### config.mk
export PLATFORM = sky130hd
export DESIGN_NAME = decode_stage
export DESIGN_NICKNAME = d
export VERILOG_FILES = /design/src/rtl/decode_stage.sv
export SDC_FILE = /design/constraint.sdc
export NUM_CORES = 1
export LEC_CHECK = 0
export ABC_AREA = 1
export BUFFER_PORTS_ARGS = -buffer_cell sky130_fd_sc_hd__buf_2
export CAP_MARGIN = 10
export CORE_ASPECT_RATIO = 1.4
export CORE_MARGIN = 2
export CORE_UTILIZATION = 50
export CTS_CLUSTER_DIAMETER = 30
export CTS_CLUSTER_SIZE = 30
export DETAILED_ROUTE_END_ITERATION = 16
export PLACE_DENSITY = 0.8
export SYNTH_ARGS = -nofsm -noshare
export SYNTH_HDL_FRONTEND = slang
export SYNTH_SLANG_ARGS = --single-unit
### constraint.sdc
create_clock -name clk -period 2.4 [get_ports clk]
set_input_delay 0.6 -clock clk [delete_from_list [all_inputs] [get_ports clk]]
set_output_delay 0.6 -clock clk [all_outputs]
set_load 0.01 [all_outputs]
### src/rtl/decode_stage.sv
// rtl/decode_stage.sv - RV32I decode stage with two-entry skid buffer
// Optional illegal-instruction flag: DECODE_ILLEGAL_CHECK_EN
module decode_stage #(
  parameter int PC_W = 32
) (
  input  logic            clk,
  input  logic            rst_n,
  input  logic            in_valid,
  output logic            in_ready,
  input  logic [31:0]     in_instr,
  input  logic [PC_W-1:0] in_pc,
  input  logic            flush,
  output logic            out_valid,
  input  logic            out_ready,
  output logic [PC_W-1:0] out_pc,
  output logic [31:0]     out_instr,
  output logic [31:0]     out_imm,
  output logic [2:0]      out_fmt,
  output logic [4:0]      out_rd,
  output logic [4:0]      out_rs1,
  output logic [4:0]      out_rs2,
  output logic [2:0]      out_funct3,
  output logic [6:0]      out_funct7
`ifdef DECODE_ILLEGAL_CHECK_EN
  ,
  output logic            out_illegal
`endif
);

  localparam logic [2:0] FMT_NONE = 3'd0;
  localparam logic [2:0] FMT_R    = 3'd1;
  localparam logic [2:0] FMT_I    = 3'd2;
  localparam logic [2:0] FMT_S    = 3'd3;
  localparam logic [2:0] FMT_B    = 3'd4;
  localparam logic [2:0] FMT_U    = 3'd5;
  localparam logic [2:0] FMT_J    = 3'd6;

  typedef struct packed {
    logic [PC_W-1:0] pc;
    logic [31:0]     instr;
    logic [31:0]     imm;
    logic [2:0]      fmt;
`ifdef DECODE_ILLEGAL_CHECK_EN
    logic            illegal;
`endif
  } entry_t;

  entry_t m_q, m_d, k_q, k_d, dec;
  logic   m_valid_q, m_valid_d;
  logic   k_valid_q, k_valid_d;
  logic   started_q;
  logic   accept, drain;

  // Decode happens before the registers so every output is a flop.
  always_comb begin
    dec       = '0;
    dec.pc    = in_pc;
    dec.instr = in_instr;
    case (in_instr[6:0])
      7'b0110011:                                     dec.fmt = FMT_R;
      7'b0010011, 7'b0000011, 7'b1100111, 7'b1110011: dec.fmt = FMT_I;
      7'b0100011:                                     dec.fmt = FMT_S;
      7'b1100011:                                     dec.fmt = FMT_B;
      7'b0110111, 7'b0010111:                         dec.fmt = FMT_U;
      7'b1101111:                                     dec.fmt = FMT_J;
      default:                                        dec.fmt = FMT_NONE;
    endcase
    case (dec.fmt)
      FMT_I:   dec.imm = {{20{in_instr[31]}}, in_instr[31:20]};
      FMT_S:   dec.imm = {{20{in_instr[31]}}, in_instr[31:25], in_instr[11:7]};
      FMT_B:   dec.imm = {{19{in_instr[31]}}, in_instr[31], in_instr[7],
                          in_instr[30:25], in_instr[11:8], 1'b0};
      FMT_U:   dec.imm = {in_instr[31:12], 12'b0};
      FMT_J:   dec.imm = {{11{in_instr[31]}}, in_instr[31], in_instr[19:12],
                          in_instr[20], in_instr[30:21], 1'b0};
      default: dec.imm = 32'd0;
    endcase
`ifdef DECODE_ILLEGAL_CHECK_EN
    // Every mapped opcode ends in 2'b11, so a bad low pair already yields NONE.
    dec.illegal = (in_instr[1:0] != 2'b11) || (dec.fmt == FMT_NONE);
`endif
  end

  assign in_ready  = ~k_valid_q & started_q;
  assign out_valid = m_valid_q;
  assign accept    = in_valid & in_ready;
  assign drain     = m_valid_q & out_ready;

  // An accept implies K is empty, so K->M promotion and accept never collide.
  always_comb begin
    m_d       = m_q;
    k_d       = k_q;
    m_valid_d = m_valid_q;
    k_valid_d = k_valid_q;
    if (flush) begin
      m_valid_d = 1'b0;
      k_valid_d = 1'b0;
    end else begin
      if (drain) begin
        if (k_valid_q) begin
          m_d       = k_q;
          k_valid_d = 1'b0;
        end else begin
          m_valid_d = 1'b0;
        end
      end
      if (accept) begin
        if (!m_valid_q || (drain && !k_valid_q)) begin
          m_d       = dec;
          m_valid_d = 1'b1;
        end else begin
          k_d       = dec;
          k_valid_d = 1'b1;
        end
      end
    end
  end

  always_ff @(posedge clk) begin
    if (!rst_n) begin
      m_q       <= '0;
      k_q       <= '0;
      m_valid_q <= 1'b0;
      k_valid_q <= 1'b0;
      started_q <= 1'b0;
    end else begin
      m_q       <= m_d;
      k_q       <= k_d;
      m_valid_q <= m_valid_d;
      k_valid_q <= k_valid_d;
      started_q <= 1'b1;
    end
  end

  assign out_pc     = m_q.pc;
  assign out_instr  = m_q.instr;
  assign out_imm    = m_q.imm;
  assign out_fmt    = m_q.fmt;
  assign out_rd     = m_q.instr[11:7];
  assign out_rs1    = m_q.instr[19:15];
  assign out_rs2    = m_q.instr[24:20];
  assign out_funct3 = m_q.instr[14:12];
  assign out_funct7 = m_q.instr[31:25];
`ifdef DECODE_ILLEGAL_CHECK_EN
  assign out_illegal = m_q.illegal;
`endif

endmodule

==> reports/qor.json, run 1 <==
{
  "status": {"value": "completed"},
  "cts_hold_buf": {"value": 0},
  "drt_pass1_iterations": {"value": 7},
  "highest_clock_rate": {"value": 0.547, "unit": "GHz"},
  "setup_violations": {"value": 0},
  "yosys.cell_types.count": {"value": 25},
  "syn_area_per_cell": {"value": 6.57, "unit": "um2"},
  "post-synth-top-area-fraction": {"value": 40.2, "unit": "%"},
  "grt_pass1_vias": {"value": 9380},
  "route.antenna.remaining_nets": {"value": 0},
  "cts-root-buf": {"value": "clkbuf_16"},
  "htree_num_levels": {"value": 2},
  "final_design_area_no_fill": {"value": 12200, "unit": "um2"},
  "global_route.usage.total": {"value": 26.8, "unit": "%"},
  "finClkSkew": {"value": 0.00925, "unit": "ns"},
  "path_max_fanout": {"value": 75},
  "grt_setup_unrepaired": {"value": "no"},
  "final_min_period_over_clock_period": {"value": 76.2, "unit": "%"},
  "detailed_place_hpwl": {"value": 17.7, "unit": "mm"},
  "globalRoute.totalOverflow": {"value": 0},
  "synth.top_cells.by_area": {"value": "dfxtp_1 (40%), nand2_1 (15%), o21ai_0 (11%)"},
  "crit_path_max_delay_family": {"value": "compound AO/OA/AOI/OAI gates"},
  "via_count": {"value": 10499},
  "layout-drive-gt1-share": {"value": 18.6, "unit": "%"},
  "first_iter_violations": {"value": 888},
  "ir_worst_vdd": {"value": 0.436, "unit": "mV"},
  "die_area": {"value": 21200, "unit": "um2"},
  "syn-cell-area": {"value": 10000, "unit": "um2"},
  "clock_tree.buffer_depth": {"value": 3},
  "worstPathCellList": {"value": "nand2_1, o21ai_1, nand2_4, buf_12, o21ai_0, o22ai_1"},
  "first_pass_grt_wire_length": {"value": 46.1, "unit": "mm"},
  "slew-limit-headroom": {"value": 62.5, "unit": "%"},
  "postLayoutSetupSlackWorst": {"value": 0.572, "unit": "ns"},
  "die_w": {"value": 124, "unit": "um"},
  "chipHeight": {"value": 171, "unit": "um"},
  "yosysWarnings": {"value": 0},
  "tritoncts_num_sinks": {"value": 201},
  "number_of_cell_rows": {"value": 61},
  "dr_drc_count": {"value": 0},
  "postCtsSetupRepairBufs": {"value": 0},
  "finalHoldViolations": {"value": 0},
  "syn2layout_area_growth": {"value": 22.2, "unit": "%"},
  "antenna_found_initial": {"value": 1},
  "worstHoldPathType": {"value": "in -> reg"},
  "detail_route.wl_per_cell": {"value": 15.1, "unit": "um"},
  "slew_at_the_pin_with_the_worst_max_slew_slack": {"value": 0.562, "unit": "ns"},
  "post_synth_inst_count": {"value": 1522},
  "clk-insertion-delay-late": {"value": 0.50, "unit": "ns"},
  "viasPerCell": {"value": 5.46},
  "crit_arrival": {"value": 2.18, "unit": "ns"},
  "grt_start_max_net_pins": {"value": 88},
  "worst_ep_required_time": {"value": 2.75, "unit": "ns"},
  "cts_tree": {"value": "done"},
  "max_cap_violation_count": {"value": 0},
  "timing_max_transition_violations_final": {"value": 0},
  "fin_worst_hold_slack": {"value": 0.370, "unit": "ns"},
  "layout.core_utilization": {"value": 61.8, "unit": "%"},
  "placement.io_buffers": {"value": 194},
  "drt-total-wl": {"value": 29.0, "unit": "mm"},
  "tritoncts.num_buffers": {"value": 37},
  "seq_area_frac_synth": {"value": 40.2, "unit": "%"},
  "largest_stage_delay_on_the_critical_path": {"value": 0.42, "unit": "ns"},
  "placement.setup.worst_slack": {"value": 0.154, "unit": "ns"},
  "worst_path_bufs_invs": {"value": 1},
  "powerDensity": {"value": 797, "unit": "nW/um2"},
  "crit_path_top_delay_cell": {"value": "dfxtp_1"},
  "totalNegativeSetupSlack": {"value": 0, "unit": "ns"},
  "routabilityCongestion": {"value": 0.839},
  "worst_setup_hold_path_clk_slew": {"value": 0.05, "unit": "ns"},
  "endpoint_kind": {"value": "flop"},
  "synth_fp_nets": {"value": 1591},
  "coreArea": {"value": 19800, "unit": "um2"},
  "num_io_pins": {"value": 195},
  "initial_utilization": {"value": 50.6, "unit": "%"},
  "count_of_state_elements_after_synthesis": {"value": 201},
  "cts_resized": {"value": 0},
  "post-synth-top-area-cell": {"value": "dfxtp_1"},
  "finalNetCount": {"value": 1711},
  "worstSetupPathType": {"value": "reg -> reg"},
  "leakagePower": {"value": 6.08, "unit": "nW"},
  "timing.critical_path.from_type": {"value": "flop"},
  "placed_cell_area": {"value": 10900, "unit": "um2"},
  "layout_min_cycle_time": {"value": 1.83, "unit": "ns"}
}
==> placed cells by master, fill, tap and decap left out, types with 11 or more instances in the layout <==
cell / instances
a21oi_1: 62
buf_4: 17
buf_12: 11
clkbuf_16: 39
o211ai_1: 13
nor2_1: 161
a31oi_1: 12
o21ai_0: 214
buf_2: 194
nand3_1: 95
inv_1: 135
dfxtp_1: 201
o22ai_1: 59
nand2_1: 385
==> registers in the layout, indices dropped and copies added (netlist names) <==
name / cells
out_fmt: 3
out_valid: 1
out_pc: 32
out_instr: 32
started_q: 1
k_q: 99
k_valid_q: 1
out_imm: 32
==> cell type report <==
class	count	area [um2]
Antenna cell	1	2.50
Clock buffer	49	1060
Clock inverter	19	230
Fill cell	1795	7550
Inverter	140	526
Multi-Input combinational cell	1040	4740
Sequential cell	201	4020
Tap cell	252	315
Timing Repair Buffer	222	1320
==> cells in the mapped netlist <==
| master | number |
|---|---|
| nand2_1 | 387 |
| o21ai_0 | 214 |
| dfxtp_1 | 201 |
| nor2_1 | 161 |
| inv_1 | 135 |
| nand3_1 | 96 |
| a21oi_1 | 62 |
| o22ai_1 | 59 |
| clkbuf_1 | 55 |
| buf_2 | 45 |
| buf_4 | 36 |
| o211ai_1 | 13 |
| a31oi_1 | 12 |
| nand4_1 | 6 |
| o21ai_1 | 6 |
| o21bai_1 | 6 |
| or2_2 | 6 |
| inv_2 | 5 |
| nand2_2 | 4 |
| nor2_4 | 4 |
| buf_1 | 3 |
| buf_6 | 2 |
| nor2_2 | 2 |
| a22oi_1 | 1 |
| nand3_4 | 1 |
==> tightest hold or removal path, cell delays in order <==
cell and delay [ns]:
buf_2 0.08, o21ai_0 0.07, nor2_1 0.08
==> power by group <==
part	switching [mW]	leakage [nW]	internal [mW]
Sequential	0.0695	1.63	3.45
Clock	1.78	0.622	3.57
Combinational	0.551	3.83	0.316
==> per-layer routing <==
layer,track usage [%],vias up,part of all wire [%]
met3,4.74,85,7.1
met4,11.5,0,3.4
met1,32.9,4819,41
met2,45.6,440,49
met5,0,-,0
li1,-,5155,-
==> per-stage QoR <==
stage / total power [mW] / std cells
floorplan: 4.13 / 1522
global placement: 4.41 / 1855
detailed placement: 4.44 / 1855
CTS: 9.79 / 1923
global route: 10.1 / 1924
finish: 9.73 / 1924
==> cell families after synthesis <==
kind of cell / Yosys count / share of synthesized area [%]
AND/OR/NAND/NOR: 667 / 27.1
AO/OA/AOI/OAI: 373 / 20.0
buffers and inverters: 281 / 12.6
flip-flops: 201 / 40.2
==> path summary, 6_finish.rpt <==
kind	from	end	slack, ns	cells after the start
max	out_valid	out_instr[8]	0.57	6
max reg2reg	out_valid	out_instr[8]	0.57	6
min reg2reg	k_q[60]	k_q[60]	0.45	2
min	in_pc[31]	k_q[98]	0.37	3
Note: power is estimated with default switching activity, not from simulation.
==> inputs of run 2 (changes only) <==
==> constraint.sdc (replaced) <==
create_clock -name clk -period 1.8 [get_ports clk]
set_input_delay 0.45 -clock clk [delete_from_list [all_inputs] [get_ports clk]]
set_output_delay 0.45 -clock clk [all_outputs]
set_load 0.01 [all_outputs]
==> run 2 against run 1 <==
  * Total power grew 30%
  * Sequential share of layout area shrank 0.42 points
  * Utilization up 0.80 points
  * Via count rose by 0.16%
  * Highest routed layer unchanged
==> reports/qor.json, run 2 (synthesis results as in run 1) <==
{
  "status": {"value": "completed", "change": "unchanged"},
  "route.antenna.remaining_nets": {"value": 0, "change": "unchanged"},
  "regToRegEndpoint": {"value": "out_pc[6]", "change": "was out_instr[8]"},
  "number_of_flip_flops_in_the_largest_register": {"value": 99, "change": "unchanged"},
  "layout_common_cells": {"value": "nand2_1 (385), o21ai_0 (214), dfxtp_1 (201)", "change": "unchanged"},
  "finalNetCount": {"value": 1731, "change": "was 1711"},
  "cts_hold_buf": {"value": 0, "change": "unchanged"},
  "holdPathStages": {"value": 3, "change": "unchanged"},
  "ff2ff_path_depth": {"value": 8, "change": "was 6"},
  "r2r_setup_slack": {"value": 0.12, "unit": "ns", "change": "was 0.57 ns"},
  "worstSetupPathType": {"value": "reg -> reg", "change": "unchanged"},
  "finalHoldViolations": {"value": 0, "change": "unchanged"},
  "drt-total-wl": {"value": 28.6, "unit": "mm", "change": "was 29.0 mm"},
  "global_route.usage.total": {"value": 26.2, "unit": "%", "change": "was 26.8%"},
  "maxUsedRoutingLayer": {"value": "met4", "change": "unchanged"},
  "clk-insertion-delay-late": {"value": 0.49, "unit": "ns", "change": "was 0.50 ns"},
  "grt_setup_unrepaired": {"value": "no", "change": "unchanged"},
  "initial_utilization": {"value": 50.6, "unit": "%", "change": "unchanged"},
  "tritoncts_num_sinks": {"value": 201, "change": "unchanged"},
  "die_w": {"value": 124, "unit": "um", "change": "unchanged"},
  "crit_path_top_delay_cell": {"value": "dfxtp_1", "change": "unchanged"},
  "viasPerCell": {"value": 5.42, "change": "was 5.46"},
  "die_area": {"value": 21200, "unit": "um2", "change": "unchanged"},
  "coreArea": {"value": 19800, "unit": "um2", "change": "unchanged"},
  "layout_min_cycle_time": {"value": 1.68, "unit": "ns", "change": "was 1.83 ns"},
  "timing_max_transition_violations_final": {"value": 0, "change": "unchanged"},
  "postLayoutSetupSlackWorst": {"value": 0.119, "unit": "ns", "change": "was 0.572 ns"},
  "routabilityCongestion": {"value": 0.891, "change": "was 0.839"},
  "syn2layout_area_growth": {"value": 23.8, "unit": "%", "change": "was 22.2%"},
  "htree_num_levels": {"value": 2, "change": "unchanged"},
  "multi_input_combinational_cell_area": {"value": 4740, "unit": "um2", "change": "unchanged"},
  "setup_violations": {"value": 0, "change": "unchanged"},
  "placement.setup.worst_slack": {"value": -0.0934, "unit": "ns", "change": "was 0.154 ns"},
  "highest_clock_rate": {"value": 0.595, "unit": "GHz", "change": "was 0.547 GHz"},
  "globalRoute.totalOverflow": {"value": 0, "change": "unchanged"},
  "worst_setup_hold_path_clk_slew": {"value": 0.05, "unit": "ns", "change": "about the same"},
  "final.fill_count": {"value": 1730, "change": "was 1795"},
  "max_cap_violation_count": {"value": 0, "change": "unchanged"},
  "powerDensity": {"value": 1020, "unit": "nW/um2", "change": "was 797 nW/um2"},
  "dp_cells": {"value": 1878, "change": "was 1855"},
  "chipHeight": {"value": 171, "unit": "um", "change": "unchanged"},
  "slew_at_the_pin_with_the_worst_max_slew_slack": {"value": 0.383, "unit": "ns", "change": "was 0.562 ns"},
  "worstPathCellList": {"value": "nor2_2, nand2_2, inv_2, nand2_4, buf_6, nand2_1, o21ai_0, o22ai_1", "change": "was nand2_1, o21ai_1, nand2_4, buf_12, o21ai_0, o22ai_1"},
  "detailed_place_hpwl": {"value": 18.6, "unit": "mm", "change": "was 17.7 mm"},
  "first_iter_violations": {"value": 659, "change": "was 888"},
  "first_pass_grt_wire_length": {"value": 44.9, "unit": "mm", "change": "was 46.1 mm"},
  "registers.top_by_ff_count": {"value": "k_q", "change": "unchanged"},
  "tritoncts.num_buffers": {"value": 34, "change": "was 37"},
  "layout.cells.non_filler": {"value": 1942, "change": "was 1924"},
  "timing.critical_path.from_type": {"value": "flop", "change": "unchanged"},
  "ir_worst_vdd": {"value": 0.623, "unit": "mV", "change": "was 0.436 mV"},
  "leakagePower": {"value": 6.18, "unit": "nW", "change": "was 6.08 nW"},
  "drt_pass1_iterations": {"value": 5, "change": "was 7"},
  "cts_tree": {"value": "done", "change": "unchanged"},
  "crit_arrival": {"value": 2.03, "unit": "ns", "change": "was 2.18 ns"},
  "final_design_area_no_fill": {"value": 12400, "unit": "um2", "change": "was 12200 um2"},
  "hold_path_startpoint": {"value": "in_pc[27]", "change": "was in_pc[31]"},
  "min_delay_worst_endpoint": {"value": "k_q[94]", "change": "was k_q[98]"},
  "path_max_fanout": {"value": 46, "change": "was 75"},
  "cts-root-buf": {"value": "clkbuf_16", "change": "unchanged"},
  "worst_ep_required_time": {"value": 2.15, "unit": "ns", "change": "was 2.75 ns"},
  "num_io_pins": {"value": 195, "change": "unchanged"},
  "layout_commonest_cell": {"value": "nand2_1", "change": "unchanged"},
  "worstHoldPathType": {"value": "in -> reg", "change": "unchanged"},
  "endpoint_kind": {"value": "flop", "change": "unchanged"},
  "dr_drc_count": {"value": 0, "change": "unchanged"},
  "placed_cell_area": {"value": 11100, "unit": "um2", "change": "was 10900 um2"},
  "layout.core_utilization": {"value": 62.6, "unit": "%", "change": "was 61.8%"},
  "grt_pass1_vias": {"value": 9536, "change": "was 9380"},
  "clock_tree.buffer_depth": {"value": 3, "change": "unchanged"},
  "totalNegativeSetupSlack": {"value": 0, "unit": "ns", "change": "unchanged"},
  "number_of_cell_rows": {"value": 61, "change": "unchanged"},
  "met1Wirelength": {"value": 11.4, "unit": "mm", "change": "was 11.8 mm"},
  "finClkSkew": {"value": 0.0126, "unit": "ns", "change": "was 0.00925 ns"},
  "met2_wire_length": {"value": 14.1, "unit": "mm", "change": "was 14.2 mm"},
  "detail_route.wl_per_cell": {"value": 14.7, "unit": "um", "change": "was 15.1 um"},
  "largest_stage_delay_on_the_critical_path": {"value": 0.45, "unit": "ns", "change": "was 0.42 ns"},
  "layout-drive-gt1-share": {"value": 19.5, "unit": "%", "change": "was 18.6%"},
  "critical_path.reg2reg.startpoint": {"value": "k_valid_q", "change": "was out_valid"},
  "via_count": {"value": 10516, "change": "was 10499"},
  "placement.io_buffers": {"value": 194, "change": "unchanged"},
  "slew-limit-headroom": {"value": 74.4, "unit": "%", "change": "was 62.5%"},
  "final-seq-area": {"value": 4020, "unit": "um2", "change": "unchanged"},
  "grt_start_max_net_pins": {"value": 60, "change": "was 88"},
  "final_min_period_over_clock_period": {"value": 93.4, "unit": "%", "change": "was 76.2%"},
  "wl_met3": {"value": 1.89, "unit": "mm", "change": "was 2.05 mm"},
  "antenna_found_initial": {"value": 2, "change": "was 1"}
}
## run 2: changes by cell type in the layout (fill, tap and decap cells not counted)
cell,before,now
buf_12,11,15
buf_4,17,35
buf_6,0,1
clkbuf_1,5,2
clkbuf_16,39,37
clkinv_4,2,3
diode_2,1,2
inv_6,4,2
## run 2: critical path: cells and delay by family (launching register included)
family,cells,cell delay [ns]
flip-flops,1,0.45
buffers and inverters,2,0.38
AND/OR/NAND/NOR,4,0.43
AO/OA/AOI/OAI,2,0.26
## run 2: layer usage
metal  vias to the layer above  GRT usage, %
met5                         -             0
met4                         0          12.3
met3                        94          4.81
met2                       424          46.1
met1                      4800          30.3
li1                       5198             -
## run 2: worst max path at each step
stage	start	to	slack [ns]
global placement	out_ready	out_pc[8]	0.03
finish	k_valid_q	out_pc[6]	0.12
global route	k_valid_q	out_instr[25]	0.02
CTS	k_valid_q	out_pc[4]	0.04
floorplan	out_ready	k_q[24]	0.32
detailed placement	out_ready	out_pc[4]	-0.09
## run 2: stage by stage
step	hold slack, ns	total power [mW]
final	0.233	12.6
after global routing	0.236	13.1
after CTS	0.226	12.7
after detailed placement	0.446	5.94
after global placement	0.438	5.91
after floorplan	0.430	5.50
## run 2: repair_timing
item                                    4_1_cts  5_1_grt
gates resized for setup                       0        1
endpoints found under the setup margin        0       23
buffers inserted                              0        0
## run 2: cell type report
cell class                      count  area share, %
Multi-Input combinational cell   1040           38.3
Clock buffer                       44           8.10
Clock inverter                     18           1.79
Timing Repair Buffer              245           12.5
Inverter                          140           4.24
Antenna cell                        2         0.0404
Sequential cell                   201           32.5
Tap cell                          252           2.55
## run 2: where the power goes
group | leakage, nW | switching (mW) | internal (mW)
logic | 3.96 | 0.736 | 0.447
clock network | 0.589 | 2.24 | 4.53
registers | 1.63 | 0.0912 | 4.60
total | 6.18 | 3.07 | 9.57
